### src/rtl/game_pkg.sv
// game_pkg: shared definitions for the game-control stage.
//   - game_state_e : start/run/over state machine encoding
//   - OB_LENGTH    : obstacle track length (position OB_LENGTH-1 is the wrap slot)
//   - row constants: ground obstacles sit on rows 0..1, the bird on row 3
//   - BCD geometry : digit width and digit count of score/hiscore
package game_pkg;

  typedef enum logic [1:0] {
    ST_IDLE    = 2'd0,
    ST_RESTART = 2'd1,
    ST_RUN     = 2'd2,
    ST_OVER    = 2'd3
  } game_state_e;

  localparam int unsigned OB_LENGTH     = 51;
  localparam int unsigned MATRIX_COLS   = 16;

  localparam int unsigned GROUND_ROW_LO = 0;
  localparam int unsigned GROUND_ROW_HI = 1;
  localparam int unsigned BIRD_ROW      = 3;

  localparam int unsigned BCD_DIGIT_W   = 4;
  localparam int unsigned BCD_DIGITS    = 4;

endpackage

### src/rtl/game_ctrl_if.sv
// game_ctrl_if: signal bundle between the obstacle scroller / dino logic and
// the game-control stage.
// There is no valid/ready handshake on this bundle: start_btn is a level,
// score_tick is a one-clk strobe, obstacle and dino positions are sampled
// every clk, and all outputs are levels that are valid every cycle.
//   slave  modport : used by game_ctrl (inputs in, status/score out)
//   master modport : used by whoever drives the stage
interface game_ctrl_if;
  logic        start_btn;
  logic        score_tick;
  logic [7:0]  ob1;
  logic [7:0]  ob2;
  logic [7:0]  ob3;
  logic [2:0]  dino_row;
  logic        flag_restart;
  logic        game_over;
  logic        running;
  logic [15:0] score;
  logic [15:0] hiscore;

  modport slave (
    input  start_btn, score_tick, ob1, ob2, ob3, dino_row,
    output flag_restart, game_over, running, score, hiscore
  );

  modport master (
    output start_btn, score_tick, ob1, ob2, ob3, dino_row,
    input  flag_restart, game_over, running, score, hiscore
  );
endinterface

### src/rtl/game_ctrl_bcd_counter4.sv
// bcd_counter4: 4-digit packed BCD counter, [15:12] most significant.
//   clk, rst_n : clock, asynchronous active-low reset (count clears to 0)
//   clr_i      : synchronous clear, wins over inc_i
//   inc_i      : add one with decimal carry; holds at 9999
//   count_o    : registered count
//   next_o     : value the count takes at the next clk edge
module bcd_counter4
  import game_pkg::*;
(
  input  logic                              clk,
  input  logic                              rst_n,
  input  logic                              clr_i,
  input  logic                              inc_i,
  output logic [BCD_DIGITS*BCD_DIGIT_W-1:0] count_o,
  output logic [BCD_DIGITS*BCD_DIGIT_W-1:0] next_o
);

  localparam int unsigned W = BCD_DIGITS * BCD_DIGIT_W;
  localparam logic [W-1:0] BCD_MAX = {BCD_DIGITS{4'd9}};

  logic [W-1:0] count_q, count_d;
  logic         carry;

  always_comb begin
    count_d = count_q;
    carry   = 1'b0;
    if (clr_i) begin
      count_d = '0;
    end else if (inc_i && (count_q != BCD_MAX)) begin
      // Ripple the +1 upward: a 9 wraps to 0 and passes the carry on.
      carry = 1'b1;
      for (int i = 0; i < int'(BCD_DIGITS); i++) begin
        if (carry) begin
          if (count_q[i*BCD_DIGIT_W +: BCD_DIGIT_W] == 4'd9) begin
            count_d[i*BCD_DIGIT_W +: BCD_DIGIT_W] = 4'd0;
          end else begin
            count_d[i*BCD_DIGIT_W +: BCD_DIGIT_W] = count_q[i*BCD_DIGIT_W +: BCD_DIGIT_W] + 4'd1;
            carry = 1'b0;
          end
        end
      end
    end
  end

  always_ff @(posedge clk or negedge rst_n) begin
    if (!rst_n) count_q <= '0;
    else        count_q <= count_d;
  end

  assign count_o = count_q;
  assign next_o  = count_d;

endmodule

### src/rtl/game_ctrl.sv
// game_ctrl: game-control stage downstream of the obstacle scroller.
// Detects dino/obstacle overlap on the 16-column matrix, runs the
// IDLE/RESTART/RUN/OVER state machine, keeps a BCD score (and optional
// high score) and drives flag_restart back to the scroller.
//   clk, rst_n : system clock, asynchronous active-low reset
//   bus        : game_ctrl_if.slave (start_btn, score_tick, ob1..ob3,
//                dino_row in; flag_restart, game_over, running, score,
//                hiscore out)
//   state_o    : current FSM state, for observation
// Parameters: DINO_COL (dino column), LENGTH (track length, LENGTH-1 is the
// wrap slot), RESTART_HOLD (clk cycles spent in RESTART).
// Optional feature macro: GAME_CTRL_HISCORE_EN keeps a high score that is
// updated on every RUN->OVER transition; without it hiscore is constant 0.
module game_ctrl
  import game_pkg::*;
#(
  parameter int unsigned DINO_COL     = 2,
  parameter int unsigned LENGTH       = OB_LENGTH,
  parameter int unsigned RESTART_HOLD = 50_000_000
) (
  input  logic        clk,
  input  logic        rst_n,
  game_ctrl_if.slave  bus,
  output game_state_e state_o
);

  localparam int unsigned  HOLD_W    = $clog2(RESTART_HOLD + 1);
  localparam logic [HOLD_W-1:0] HOLD_LAST = HOLD_W'(RESTART_HOLD - 1);
  localparam logic [7:0]   WRAP_POS  = 8'(LENGTH - 1);
  localparam logic [7:0]   DINO_C    = 8'(DINO_COL);
  localparam logic [7:0]   LAST_COL  = 8'(MATRIX_COLS - 1);

  // Does a 2-wide obstacle at position p cover column col? The wrap slot
  // shows only its trailing half in column 0; column 15 shows only the
  // leading half.
  function automatic logic occ2(input logic [7:0] p, input logic [7:0] col);
    logic hit;
    hit = 1'b0;
    if (p < LAST_COL)       hit = (col == p) || (col == p + 8'd1);
    else if (p == LAST_COL) hit = (col == LAST_COL);
    else if (p == WRAP_POS) hit = (col == 8'd0);
    return hit;
  endfunction

  function automatic logic occ1(input logic [7:0] p, input logic [7:0] col);
    return (p <= LAST_COL) && (col == p);
  endfunction

  // Dino spans rows dino_row and dino_row+1.
  function automatic logic collide_f(input logic [7:0] o1, input logic [7:0] o2,
                                     input logic [7:0] o3, input logic [2:0] row);
    logic ground_hit, bird_hit;
    ground_hit = (occ2(o1, DINO_C) || occ1(o2, DINO_C)) && (row <= 3'(GROUND_ROW_HI));
    bird_hit   = occ2(o3, DINO_C) &&
                 ((row == 3'(BIRD_ROW - 1)) || (row == 3'(BIRD_ROW)));
    return ground_hit || bird_hit;
  endfunction

  game_state_e       state_q, state_d;
  logic [HOLD_W-1:0] hold_q, hold_d;
  logic              start_prev_q, start_edge_q, collide_q;
  logic              score_clr, score_inc;
  logic [15:0]       score_q, score_next;

  // Registered edge: a rising edge seen at edge n acts on the FSM at edge n+1.
  always_ff @(posedge clk or negedge rst_n) begin
    if (!rst_n) begin
      start_prev_q <= 1'b0;
      start_edge_q <= 1'b0;
      collide_q    <= 1'b0;
    end else begin
      start_prev_q <= bus.start_btn;
      start_edge_q <= bus.start_btn & ~start_prev_q;
      collide_q    <= collide_f(bus.ob1, bus.ob2, bus.ob3, bus.dino_row);
    end
  end

  always_comb begin
    state_d   = state_q;
    hold_d    = hold_q;
    score_clr = 1'b0;
    unique case (state_q)
      ST_IDLE, ST_OVER: begin
        if (start_edge_q) begin
          state_d   = ST_RESTART;
          hold_d    = '0;
          score_clr = 1'b1;
        end
      end
      ST_RESTART: begin
        if (hold_q == HOLD_LAST) state_d = ST_RUN;
        else                     hold_d  = hold_q + 1'b1;
      end
      ST_RUN: begin
        if (collide_q) state_d = ST_OVER;
      end
      default: state_d = ST_IDLE;
    endcase
  end

  // A tick in the collision cycle still counts: score_inc only looks at
  // the current state, not the next one.
  assign score_inc = (state_q == ST_RUN) && bus.score_tick;

  always_ff @(posedge clk or negedge rst_n) begin
    if (!rst_n) begin
      state_q <= ST_IDLE;
      hold_q  <= '0;
    end else begin
      state_q <= state_d;
      hold_q  <= hold_d;
    end
  end

  bcd_counter4 u_score (
    .clk     (clk),
    .rst_n   (rst_n),
    .clr_i   (score_clr),
    .inc_i   (score_inc),
    .count_o (score_q),
    .next_o  (score_next)
  );

`ifdef GAME_CTRL_HISCORE_EN
  logic [15:0] hiscore_q, hiscore_d;

  // Packed BCD orders the same as binary, so a plain compare works. The
  // candidate is score_next so a tick in the final cycle is included.
  always_comb begin
    hiscore_d = hiscore_q;
    if ((state_q == ST_RUN) && (state_d == ST_OVER) && (score_next > hiscore_q))
      hiscore_d = score_next;
  end

  always_ff @(posedge clk or negedge rst_n) begin
    if (!rst_n) hiscore_q <= '0;
    else        hiscore_q <= hiscore_d;
  end

  assign bus.hiscore = hiscore_q;
`else
  logic unused_next;
  assign unused_next = ^score_next;
  assign bus.hiscore = '0;
`endif

  // All outputs decode registered state only.
  assign bus.flag_restart = (state_q == ST_IDLE) || (state_q == ST_RESTART);
  assign bus.running      = (state_q == ST_RUN);
  assign bus.game_over    = (state_q == ST_OVER);
  assign bus.score        = score_q;
  assign state_o          = state_q;

endmodule

### src/flat_wrapper.sv
// flat-port wrapper written by rule: the top's interface ports become plain ports
module game_ctrl_flat import game_pkg::*;
#(
  parameter int unsigned DINO_COL     = 2,
  parameter int unsigned LENGTH       = OB_LENGTH,
  parameter int unsigned RESTART_HOLD = 50_000_000
)
  (clk, rst_n, state_o, bus_start_btn, bus_score_tick, bus_ob1, bus_ob2, bus_ob3, bus_dino_row, bus_flag_restart, bus_game_over, bus_running, bus_score, bus_hiscore);
  game_ctrl_if bus_i ();
  input  logic clk;
  input  logic rst_n;
  output game_state_e state_o;
  input wire logic [$bits(bus_i.start_btn)-1:0] bus_start_btn;
  input wire logic [$bits(bus_i.score_tick)-1:0] bus_score_tick;
  input wire logic [$bits(bus_i.ob1)-1:0] bus_ob1;
  input wire logic [$bits(bus_i.ob2)-1:0] bus_ob2;
  input wire logic [$bits(bus_i.ob3)-1:0] bus_ob3;
  input wire logic [$bits(bus_i.dino_row)-1:0] bus_dino_row;
  output wire logic [$bits(bus_i.flag_restart)-1:0] bus_flag_restart;
  output wire logic [$bits(bus_i.game_over)-1:0] bus_game_over;
  output wire logic [$bits(bus_i.running)-1:0] bus_running;
  output wire logic [$bits(bus_i.score)-1:0] bus_score;
  output wire logic [$bits(bus_i.hiscore)-1:0] bus_hiscore;
  assign bus_i.start_btn = bus_start_btn;
  assign bus_i.score_tick = bus_score_tick;
  assign bus_i.ob1 = bus_ob1;
  assign bus_i.ob2 = bus_ob2;
  assign bus_i.ob3 = bus_ob3;
  assign bus_i.dino_row = bus_dino_row;
  assign bus_flag_restart = bus_i.flag_restart;
  assign bus_game_over = bus_i.game_over;
  assign bus_running = bus_i.running;
  assign bus_score = bus_i.score;
  assign bus_hiscore = bus_i.hiscore;
  game_ctrl #(.DINO_COL(DINO_COL), .LENGTH(LENGTH), .RESTART_HOLD(RESTART_HOLD)) u_core (.clk(clk), .rst_n(rst_n), .bus(bus_i), .state_o(state_o));
endmodule
### config.mk
export PLATFORM = sky130hd
export DESIGN_NAME = game_ctrl_flat
export DESIGN_NICKNAME = d
export VERILOG_FILES = /design/src/rtl/game_pkg.sv /design/src/rtl/game_ctrl_if.sv /design/src/rtl/game_ctrl_bcd_counter4.sv /design/src/rtl/game_ctrl.sv /design/src/flat_wrapper.sv
export SDC_FILE = /design/constraint.sdc
export NUM_CORES = 1
export LEC_CHECK = 0
export BUFFER_PORTS_ARGS = -buffer_cell sky130_fd_sc_hd__buf_2
export CORE_MARGIN = 3
export CORE_UTILIZATION = 24
export DETAILED_ROUTE_END_ITERATION = 10
export PLACE_DENSITY = 0.4
export SYNTH_ARGS = -nofsm -noshare
export SYNTH_HDL_FRONTEND = slang
export SYNTH_SLANG_ARGS = --single-unit
### constraint.sdc
create_clock -name clk -period 2.75 [get_ports clk]
set_input_delay 0.6875 -clock clk [delete_from_list [all_inputs] [get_ports clk]]
set_output_delay 0.6875 -clock clk [all_outputs]
set_load 0.03 [all_outputs]
==> impl_metrics.json, run 1 <==
{
  "synthesis.yosys.warnings": 0,
  "max_slew_margin_pct": 60.2,
  "core_box_area_sq_um": 11100,
  "tritoncts.num_buffers": 5,
  "clockBufferDepth": 2,
  "fin_ws_ns": 0.356,
  "routabilityCongestion": 0.780,
  "worstSetupStartpointType": "register",
  "cts_hold_buf": 0,
  "clkSlewWorstSetupHoldPaths_ns": 0.07,
  "synth_seq_area_share_pct": 42.4,
  "design_area_sq_um": 3350,
  "area_taken_by_multi_input_logic_gates_sq_um": 1460,
  "netlist_top_cells_count": "47 x sky130_fd_sc_hd__dfrtp_1, 35 x sky130_fd_sc_hd__nor2_1, 29 x sky130_fd_sc_hd__nand2_1",
  "min-delay-path-class": "primary input to async pin",
  "sequential_cell_area_sq_um": 1180,
  "r2r.worst_path.cells": 6,
  "status": "finished clean",
  "crit_buf_inv": 1,
  "rsz0062_at_grt": "false",
  "synth_edf_count": 0,
  "timing.fmax_mhz": 418,
  "timing.final.hold_violations": 0,
  "design.portCount": 68,
  "r2r-start": "u_core.hold_q[11]",
  "htree_levels": 2,
  "insertion_delay_ns": 0.29,
  "setup_viol": 0,
  "peakVddDrop_v": 0.000413,
  "synthTopCellsByArea": "sky130_fd_sc_hd__dfrtp_1 42%, sky130_fd_sc_hd__nor2_1 4.7%, sky130_fd_sc_hd__xnor2_1 4.7%",
  "setup_total_negative_slack_ns": 0,
  "pre_cts_ws_ns": 0.348,
  "fill_cells": 1171,
  "num_antenna_cells": 0,
  "place_area_sq_um": 3170,
  "grt_max_degree": 20,
  "timing_max_transition_violations_final": 0,
  "drt_iter0_drc": 138,
  "power.density_cell_area_nw_per_um2": 738,
  "hold_slack_ns": 0.353,
  "finalPower_mw": 2.47,
  "drive_gt1_share_pct": 20.8,
  "max_fanout_on_critical_path": 13,
  "floorplan.die.width_um": 114,
  "root_buffer_selected_by_cts": "sky130_fd_sc_hd__clkbuf_16",
  "crit_start": "u_core.hold_q[11]",
  "tritoncts": "built",
  "timing_worst_slew_pin_value_ns": 0.593,
  "count_leader_synth": "sky130_fd_sc_hd__dfrtp_1",
  "static-leakage-power_nw": 1.50,
  "synthesis.area_sq_um": 2770,
  "route.detailed.drc": 0,
  "drt_pass1_iterations": 7,
  "dp_hpwl_um": 5270,
  "cts_setup_buffers": 0,
  "cp_data_arrival_time_ns": 2.57,
  "synth-main-ff-cell": "sky130_fd_sc_hd__dfrtp_1",
  "crit_chain": "or4b_1, or4_4, nor3_4, buf_4, mux2i_1, o21ai_0",
  "syn-instance-count": 307,
  "synth-async-reset-ratio_pct": 100,
  "worst-endpoint-required_ns": 2.93,
  "timing.critical_path.depth": 6,
  "routed_via_density": 4.69,
  "global_route_congestion_overflow_total": 0,
  "layout_min_cycle_time_ns": 2.39,
  "synth_top_area_share_pct": 42.4,
  "grt_usage_pct": 11.3,
  "total_of_flip_flops_plus_latches_after_synthesis": 47,
  "cpLargestDelayFamily": "simple AND/OR/NAND/NOR gates",
  "synth_area_per_cell_sq_um": 9.04,
  "grt_pass1_vias": 2327,
  "critical_path.slowest_cell": "sky130_fd_sc_hd__or4_4",
  "design.die.area_sq_um": 12900,
  "fin_skew_ns": 0.00966,
  "maxCapViolCount": 0,
  "route.detailed.wl_per_inst_um": 14.1,
  "ant_nets": 0,
  "yosys.cell_types.count": 46,
  "number_of_antenna_violations_at_the_first_check_in_global_routing": 0,
  "post_cts.resized_instances": 0,
  "floorplan.initialDensity_pct": 25.0,
  "num_rows": 38,
  "layout_overhead_on_the_synthesized_area_pct": 20.7,
  "port_buffers": 50,
  "criticalPathCategory": "register to register",
  "vias": 2371,
  "tritoncts_num_sinks": 47,
  "die_height_um": 114,
  "type_of_element_capturing_the_critical_path": "register",
  "post-route-period-util_pct": 87.0,
  "post-synth-top-area-cell": "sky130_fd_sc_hd__dfrtp_1",
  "worst_path_largest_cell_delay_ns": 0.57,
  "final_net_count": 402,
  "drt_wl_total_um": 7120,
  "grt_first_pass_wirelength_um": 11800
}
-- worst paths after layout --
kind,endpoint,slack [ns]
max in group asynchronous,u_core.hold_q[18],1.75
worst max-delay path,u_core.hold_q[0],0.36
min in group clk,u_core.start_edge_q,0.39
worst min-delay path,u_core.hold_q[13],0.35
worst max register to register,u_core.hold_q[0],0.36
worst min register to register,u_core.start_edge_q,0.39
-- logic make-up after synthesis --
kind of cell             after synthesis  synth area share, %
AND/OR/NAND/NOR                      147                 28.1
flip-flops                            47                 42.4
AO/OA/AOI/OAI                         46                 10.7
buffers and inverters                 33                 6.90
XOR/XNOR                              19                 6.00
multiplexers                           8                 3.11
adder cells (fa/ha/maj)                6                 2.71
other                                  1                0.135
-- area by class of cell --
type                       count  area share, %
sequential                    47           35.1
inverter                       9           1.01
multi-input combinational    242           43.7
clock inverter                 2           1.05
timing repair buffer          60           9.72
tap                          140           5.23
clock buffer                   6           4.15
-- power by group --
group / total (mW) / switching (mW) / internal (mW) / leakage, nW
Combinational: 0.921 / 0.611 / 0.310 / 0.767
Sequential: 0.824 / 0.0754 / 0.749 / 0.644
Clock: 0.723 / 0.271 / 0.453 / 0.0868
-- state kept, by name, summed over array words and instances, names as in the netlist --
signal,flops
u_core.hold_q,26
u_core.start_edge_q,1
u_core.start_prev_q,1
u_core.collide_q,1
u_core.u_score.count_o,16
u_core.state_o,2
-- routing by layer --
| layer | track usage (%) | up-vias | part of all wire [%] |
|---|---|---|---|
| met1 | 15.7 | 1119 | 49 |
| met3 | 1.75 | 6 | 3.9 |
| li1 | - | 1196 | - |
| met2 | 18.1 | 50 | 46 |
| met4 | 3.21 | 0 | 1.2 |
| met5 | 0 | - | 0 |
-- per-stage QoR --
| stage | utilization [%] | cells |
|---|---|---|
| 6_report | 30.2 | 506 |
| 5_1_grt | 30.2 | 506 |
| 4_1_cts | 30.2 | 506 |
| 3_5_place_dp | 28.6 | 498 |
| 3_3_place_gp | 28.6 | 498 |
| 2_1_floorplan | - | 322 |
-- layout by cell type, fill, tap and decap left out, drive strengths merged, types with 9 or more instances in the layout --
master,instances
buf,60
nand2,29
dfrtp,47
xnor2,15
nor3,11
a21oi,16
nand3,19
nor4,10
inv,9
conb,16
nand4,10
nor2,35
o21ai,10
Note: power is estimated with default switching activity, not from simulation.
==> inputs of run 2 (changes only) <==
ABC_AREA = 1   (was unset)
PLACE_DENSITY = 0.39   (was 0.4)
==> impl_metrics.json, run 2 <==
{
  "syn-instance-count": 490,
  "critical_path.slowest_cell": "sky130_fd_sc_hd__dfrtp_1",
  "crit_buf_inv": 2,
  "static-leakage-power_nw": 1.76,
  "layout_min_cycle_time_ns": 2.31,
  "ant_nets": 0,
  "tritoncts.num_buffers": 5,
  "setup_viol": 0,
  "layout.cells.non_filler": 719,
  "max_slew_margin_pct": 60.4,
  "timing.final.hold_violations": 0,
  "type_of_element_capturing_the_critical_path": "output port",
  "synthesis.area_sq_um": 3290,
  "drive_gt1_share_pct": 14.7,
  "clockBufferDepth": 2,
  "cts_setup_buffers": 0,
  "fill_cells": 1549,
  "routed_via_density": 4.31,
  "num_antenna_cells": 0,
  "total_of_flip_flops_plus_latches_after_synthesis": 47,
  "regToRegSetupSlack_ns": 0.71,
  "vias": 3097,
  "count_leader_synth": "sky130_fd_sc_hd__nand2_1",
  "cts_hold_buf": 0,
  "root_buffer_selected_by_cts": "sky130_fd_sc_hd__clkbuf_16",
  "min-delay-path-class": "primary input to async pin",
  "synthTopCellsByArea": "sky130_fd_sc_hd__dfrtp_1 36%, sky130_fd_sc_hd__nand2_1 19%, sky130_fd_sc_hd__nor2_1 7.9%",
  "synth-main-ff-cell": "sky130_fd_sc_hd__dfrtp_1",
  "tritoncts": "built",
  "drt_pass1_iterations": 5,
  "criticalPathCategory": "register to output port",
  "port_buffers": 50,
  "synth_edf_count": 0,
  "dp_hpwl_um": 6460,
  "worst-endpoint-required_ns": 2.06,
  "clock_power_share_pct": 21.7,
  "synth_area_per_cell_sq_um": 6.72,
  "route.detailed.wl_per_inst_um": 11.8,
  "power.internal_mw": 1.50,
  "design.die.area_sq_um": 15200,
  "number_of_antenna_violations_at_the_first_check_in_global_routing": 0,
  "total_switching_power_mw": 1.47,
  "final_common_cell": "sky130_fd_sc_hd__nand2_1",
  "status": "finished clean",
  "layout_overhead_on_the_synthesized_area_pct": 16.2,
  "insertion_delay_ns": 0.30,
  "core_box_area_sq_um": 13300,
  "cp_data_arrival_time_ns": 1.62,
  "setup_total_negative_slack_ns": 0,
  "route.detailed.drc": 0,
  "power.density_cell_area_nw_per_um2": 777,
  "cpLargestDelayFamily": "flip-flops",
  "final_net_count": 579,
  "post-route-period-util_pct": 84.0,
  "grt_first_pass_wirelength_um": 14700,
  "largest_reg_flops": 26,
  "num_rows": 42,
  "maxCapViolCount": 0,
  "grt_max_degree": 34,
  "netlist_top_cells_count": "166 x sky130_fd_sc_hd__nand2_1, 69 x sky130_fd_sc_hd__nor2_1, 47 x sky130_fd_sc_hd__dfrtp_1",
  "fin_skew_ns": 0.0108,
  "worst_path_largest_cell_delay_ns": 0.41,
  "worstSetupStartpointType": "register",
  "power.switching_fraction_pct": 49.6,
  "synth_seq_area_share_pct": 35.7,
  "post_cts.resized_instances": 0,
  "clkSlewWorstSetupHoldPaths_ns": 0.07,
  "drt_iter0_drc": 134,
  "timing.fmax_mhz": 433,
  "grt_usage_pct": 11.9,
  "routabilityCongestion": 0.843,
  "combinationalPowerShare_pct": 46.2,
  "floorplan.initialDensity_pct": 24.7,
  "max_fanout_on_critical_path": 9,
  "crit_chain": "inv_1, ha_1, or2_2, buf_2",
  "sequential_cell_area_sq_um": 1180,
  "htree_levels": 2,
  "p_seq_share_pct": 32.1,
  "synthesis.yosys.warnings": 0,
  "yosys.cell_types.count": 33,
  "peakVddDrop_v": 0.000327,
  "synth-async-reset-ratio_pct": 100,
  "rsz0062_at_grt": "false",
  "timing_max_transition_violations_final": 0,
  "max_flop_register": "u_core.hold_q",
  "design.portCount": 68,
  "timing_worst_slew_pin_value_ns": 0.592,
  "layout.cells.most_common_list": "166 x sky130_fd_sc_hd__nand2_1, 69 x sky130_fd_sc_hd__nor2_1, 50 x sky130_fd_sc_hd__buf_2",
  "global_route_congestion_overflow_total": 0,
  "post-synth-top-area-cell": "sky130_fd_sc_hd__dfrtp_1",
  "area_taken_by_multi_input_logic_gates_sq_um": 1810,
  "floorplan.die.width_um": 123,
  "die_height_um": 123,
  "grt_pass1_vias": 3116,
  "place.detailed.instances": 711,
  "tritoncts_num_sinks": 47,
  "drt_wl_total_um": 8510,
  "synth_top_area_share_pct": 35.7
}
-- run 2: cell types whose count changed in the layout (fill, tap and decap cells not counted), sizes merged, moves of 8 or more --
cell / before / now
xor2: 4 / 14
inv: 9 / 47
xnor2: 15 / 1
nand2: 29 / 173
o21ai: 10 / 27
nor2: 35 / 72
a21oi: 16 / 8
nand3: 19 / 48
-- run 2: worst paths after layout --
path                                      from                        end  cells past startpoint
setup / recovery             u_core.state_o[1]           bus_flag_restart                      4
hold / removal                           rst_n          u_core.hold_q[23]                      1
setup reg to reg             u_core.state_o[0]           u_core.hold_q[1]                      7
hold reg to reg            u_core.start_prev_q        u_core.start_edge_q                      1
max in group asynchronous                rst_n  u_core.u_score.count_o[3]                      2
min in group clk           u_core.start_prev_q        u_core.start_edge_q                      1
-- run 2: per-layer routing --
layer  part of all wire (%)  track usage, %  up-vias
li1                       -               -     1618
met1                     49            16.2     1421
met2                     46            19.5       49
met3                    3.3            2.52        9
met4                    1.2            2.56        0
met5                      0               0        -
-- run 2: area by class of cell --
| class | count | area share (%) |
|---|---|---|
| multi-input cells | 387 | 47.4 |
| flip-flops and latches | 47 | 30.7 |
| repair buffers | 54 | 7.65 |
| well taps | 176 | 5.75 |
| inverters | 47 | 4.61 |
| clock buffers | 5 | 3.27 |
| clock inverters | 3 | 0.588 |
-- run 2: kinds of logic after synthesis --
family | after synthesis | synth area share, %
other | 1 | 0.114
flip-flops | 47 | 35.7
adder cells (fa/ha/maj) | 6 | 2.28
buffers and inverters | 71 | 10.9
AO/OA/AOI/OAI | 36 | 5.89
AND/OR/NAND/NOR | 314 | 41.1
XOR/XNOR | 15 | 3.99
-- run 2: power groups by stage --
stage,clock (mW),combinational [mW],sequential (mW)
2_1_floorplan,0,0.940,1.13
3_3_place_gp,0,1.38,0.971
3_5_place_dp,0,1.40,0.969
4_1_cts,0.666,1.41,0.956
5_1_grt,0.694,1.55,0.981
6_report,0.645,1.37,0.956
-- run 2: worst register-to-register path: cells and delay by family, from the launching register on --
kind            cells  cell delay [ns]
simple gates        4             0.96
flops               1             0.45
fa+ha+maj           1             0.32
buf+inv             1             0.09
compound gates      1             0.09
-- run 2: through the flow --
step | utilization [%] | setup WS (ns) | hold slack [ns] | cell area, sq um | power [mW]
after global routing | 28.7 | 0.324 | 0.399 | 3830 | 3.22
after CTS | 28.7 | 0.402 | 0.397 | 3830 | 3.03
after detailed placement | 27.6 | 0.686 | 0.384 | 3680 | 2.37
after floorplan | - | 0.389 | 0.376 | 3350 | 2.07
final | 28.7 | 0.439 | 0.383 | 3830 | 2.98
after global placement | 27.6 | 0.710 | 0.382 | 3680 | 2.35
==> inputs of run 3 (changes only) <==
PLACE_DENSITY = 0.41   (was 0.39)
clock period = 2.1 ns   (was 2.75 ns; I/O delays follow)
==> impl_metrics.json, run 3 (synthesized netlist as in run 2, its figures left out) <==
{
  "status": "finished clean",
  "drt_wl_total_um": 8240,
  "crit_chain": "inv_1, ha_1, or2_2, buf_2",
  "r2r.worst_path.cells": 8,
  "global_route_congestion_overflow_total": 0,
  "dp_hpwl_um": 6220,
  "static-leakage-power_nw": 1.76,
  "layout_overhead_on_the_synthesized_area_pct": 16.5,
  "grt.met2_usage_pct": 18.9,
  "design_area_sq_um": 3840,
  "cpLargestDelayFamily": "flip-flops",
  "post_cts.resized_instances": 0,
  "max_slew_margin_pct": 57.0,
  "final_common_cell": "sky130_fd_sc_hd__nand2_1",
  "maxCapViolCount": 0,
  "timing_max_transition_violations_final": 0,
  "route.detailed.wl_per_inst_um": 11.4,
  "floorplan.die.width_um": 123,
  "design.die.area_sq_um": 15200,
  "tritoncts.num_buffers": 5,
  "worst_path_largest_cell_delay_ns": 0.40,
  "finalPower_mw": 3.91,
  "clkSlewWorstSetupHoldPaths_ns": 0.07,
  "place_area_sq_um": 3690,
  "route.detailed.drc": 0,
  "drive_gt1_share_pct": 15.6,
  "vias": 3054,
  "grt_max_degree": 48,
  "ant_nets": 0,
  "worstReg2RegEnd": "u_core.u_score.count_o[10]",
  "drt_iter0_drc": 153,
  "worstSetupEndpoint": "bus_flag_restart",
  "timing_worst_slew_pin_value_ns": 0.645,
  "max_fanout_on_critical_path": 5,
  "type_of_element_capturing_the_critical_path": "output port",
  "design.portCount": 68,
  "worstSetupStartpointType": "register",
  "pre_cts_ws_ns": 0.231,
  "rsz0062_at_grt": "false",
  "timing.final.hold_violations": 0,
  "area_taken_by_multi_input_logic_gates_sq_um": 1810,
  "crit_start": "u_core.state_o[1]",
  "criticalPathCategory": "register to output port",
  "htree_levels": 2,
  "worst-endpoint-required_ns": 1.57,
  "num_rows": 42,
  "number_of_antenna_violations_at_the_first_check_in_global_routing": 0,
  "post-route-period-util_pct": 93.1,
  "min-delay-path-class": "primary input to async pin",
  "cp_data_arrival_time_ns": 1.43,
  "tritoncts": "built",
  "layout_min_cycle_time_ns": 1.95,
  "insertion_delay_ns": 0.30,
  "timing.fmax_mhz": 512,
  "clockBufferDepth": 2,
  "setup_viol": 0,
  "grt_met3_use_pct": 1.97,
  "critical_path.slowest_cell": "sky130_fd_sc_hd__dfrtp_2",
  "max_flop_register": "u_core.hold_q",
  "fill_cells": 1512,
  "port_buffers": 50,
  "grt_first_pass_wirelength_um": 13900,
  "grt_pass1_vias": 2947,
  "regToRegSetupSlack_ns": 0.25,
  "cts_setup_buffers": 0,
  "drt_pass1_iterations": 4,
  "met1_usage_pct": 15.5,
  "routabilityCongestion": 0.832,
  "cts_hold_buf": 0,
  "floorplan.initialDensity_pct": 24.7,
  "timing.critical_path.depth": 4,
  "peakVddDrop_v": 0.000460,
  "largest_reg_flops": 26,
  "tritoncts_num_sinks": 47,
  "die_height_um": 123,
  "power.density_cell_area_nw_per_um2": 1020,
  "core_box_area_sq_um": 13300,
  "routed_via_density": 4.23,
  "num_antenna_cells": 0,
  "fin_skew_ns": 0.00815,
  "final_net_count": 582,
  "setup_total_negative_slack_ns": 0,
  "fin_ws_ns": 0.145,
  "grt_usage_pct": 11.4,
  "root_buffer_selected_by_cts": "sky130_fd_sc_hd__clkbuf_16",
  "sequential_cell_area_sq_um": 1180,
  "layout.cells.most_common_list": "166 x sky130_fd_sc_hd__nand2_1, 69 x sky130_fd_sc_hd__nor2_1, 50 x sky130_fd_sc_hd__buf_2",
  "grt-busiest-layer": "met2",
  "r2r-start": "u_core.state_o[0]",
  "crit_buf_inv": 2
}
==> run 3: final cells by class <==
cell class	instances	share of cell area [%]
Multi-Input combinational cell	387	47.3
Sequential cell	47	30.7
Timing Repair Buffer	57	7.89
Tap cell	176	5.74
Inverter	47	4.60
Clock buffer	5	3.26
Clock inverter	3	0.522
==> run 3: how the worst min path moves through the flow <==
stage / start / endpoint / slack [ns] / depth (start not counted)
floorplan: rst_n / u_core.collide_q / 0.23 / 0
global placement: u_core.start_prev_q / u_core.start_edge_q / 0.38 / 1
detailed placement: u_core.start_prev_q / u_core.start_edge_q / 0.39 / 1
CTS: bus_start_btn / u_core.start_prev_q / 0.35 / 1
global route: bus_start_btn / u_core.start_prev_q / 0.36 / 1
finish: rst_n / u_core.hold_q[24] / 0.33 / 2
==> run 3: worst register-to-register path: cells and delay by family (launching register included) <==
kind | cells | cell delay (ns)
simple gates | 5 | 0.78
flops | 1 | 0.41
fa+ha+maj | 1 | 0.33
buf+inv | 2 | 0.24
==> run 3: power by group <==
group,internal (mW),switching (mW)
combinational,0.507,1.33
sequential,1.05,0.203
clock,0.440,0.375
==> run 3: metal layers <==
layer,up-vias,share of wire (%)
met1,1378,48
met5,-,0
met4,0,1.1
li1,1620,-
met2,49,47
met3,7,3.1
==> run 3: through the flow <==
step           hold slack, ns  utilization (%)  std cells
2_1_floorplan           0.229                -        505
3_3_place_gp            0.382             27.7        714
3_5_place_dp            0.387             27.7        714
4_1_cts                 0.348             28.7        722
5_1_grt                 0.356             28.7        722
6_report                0.333             28.7        722
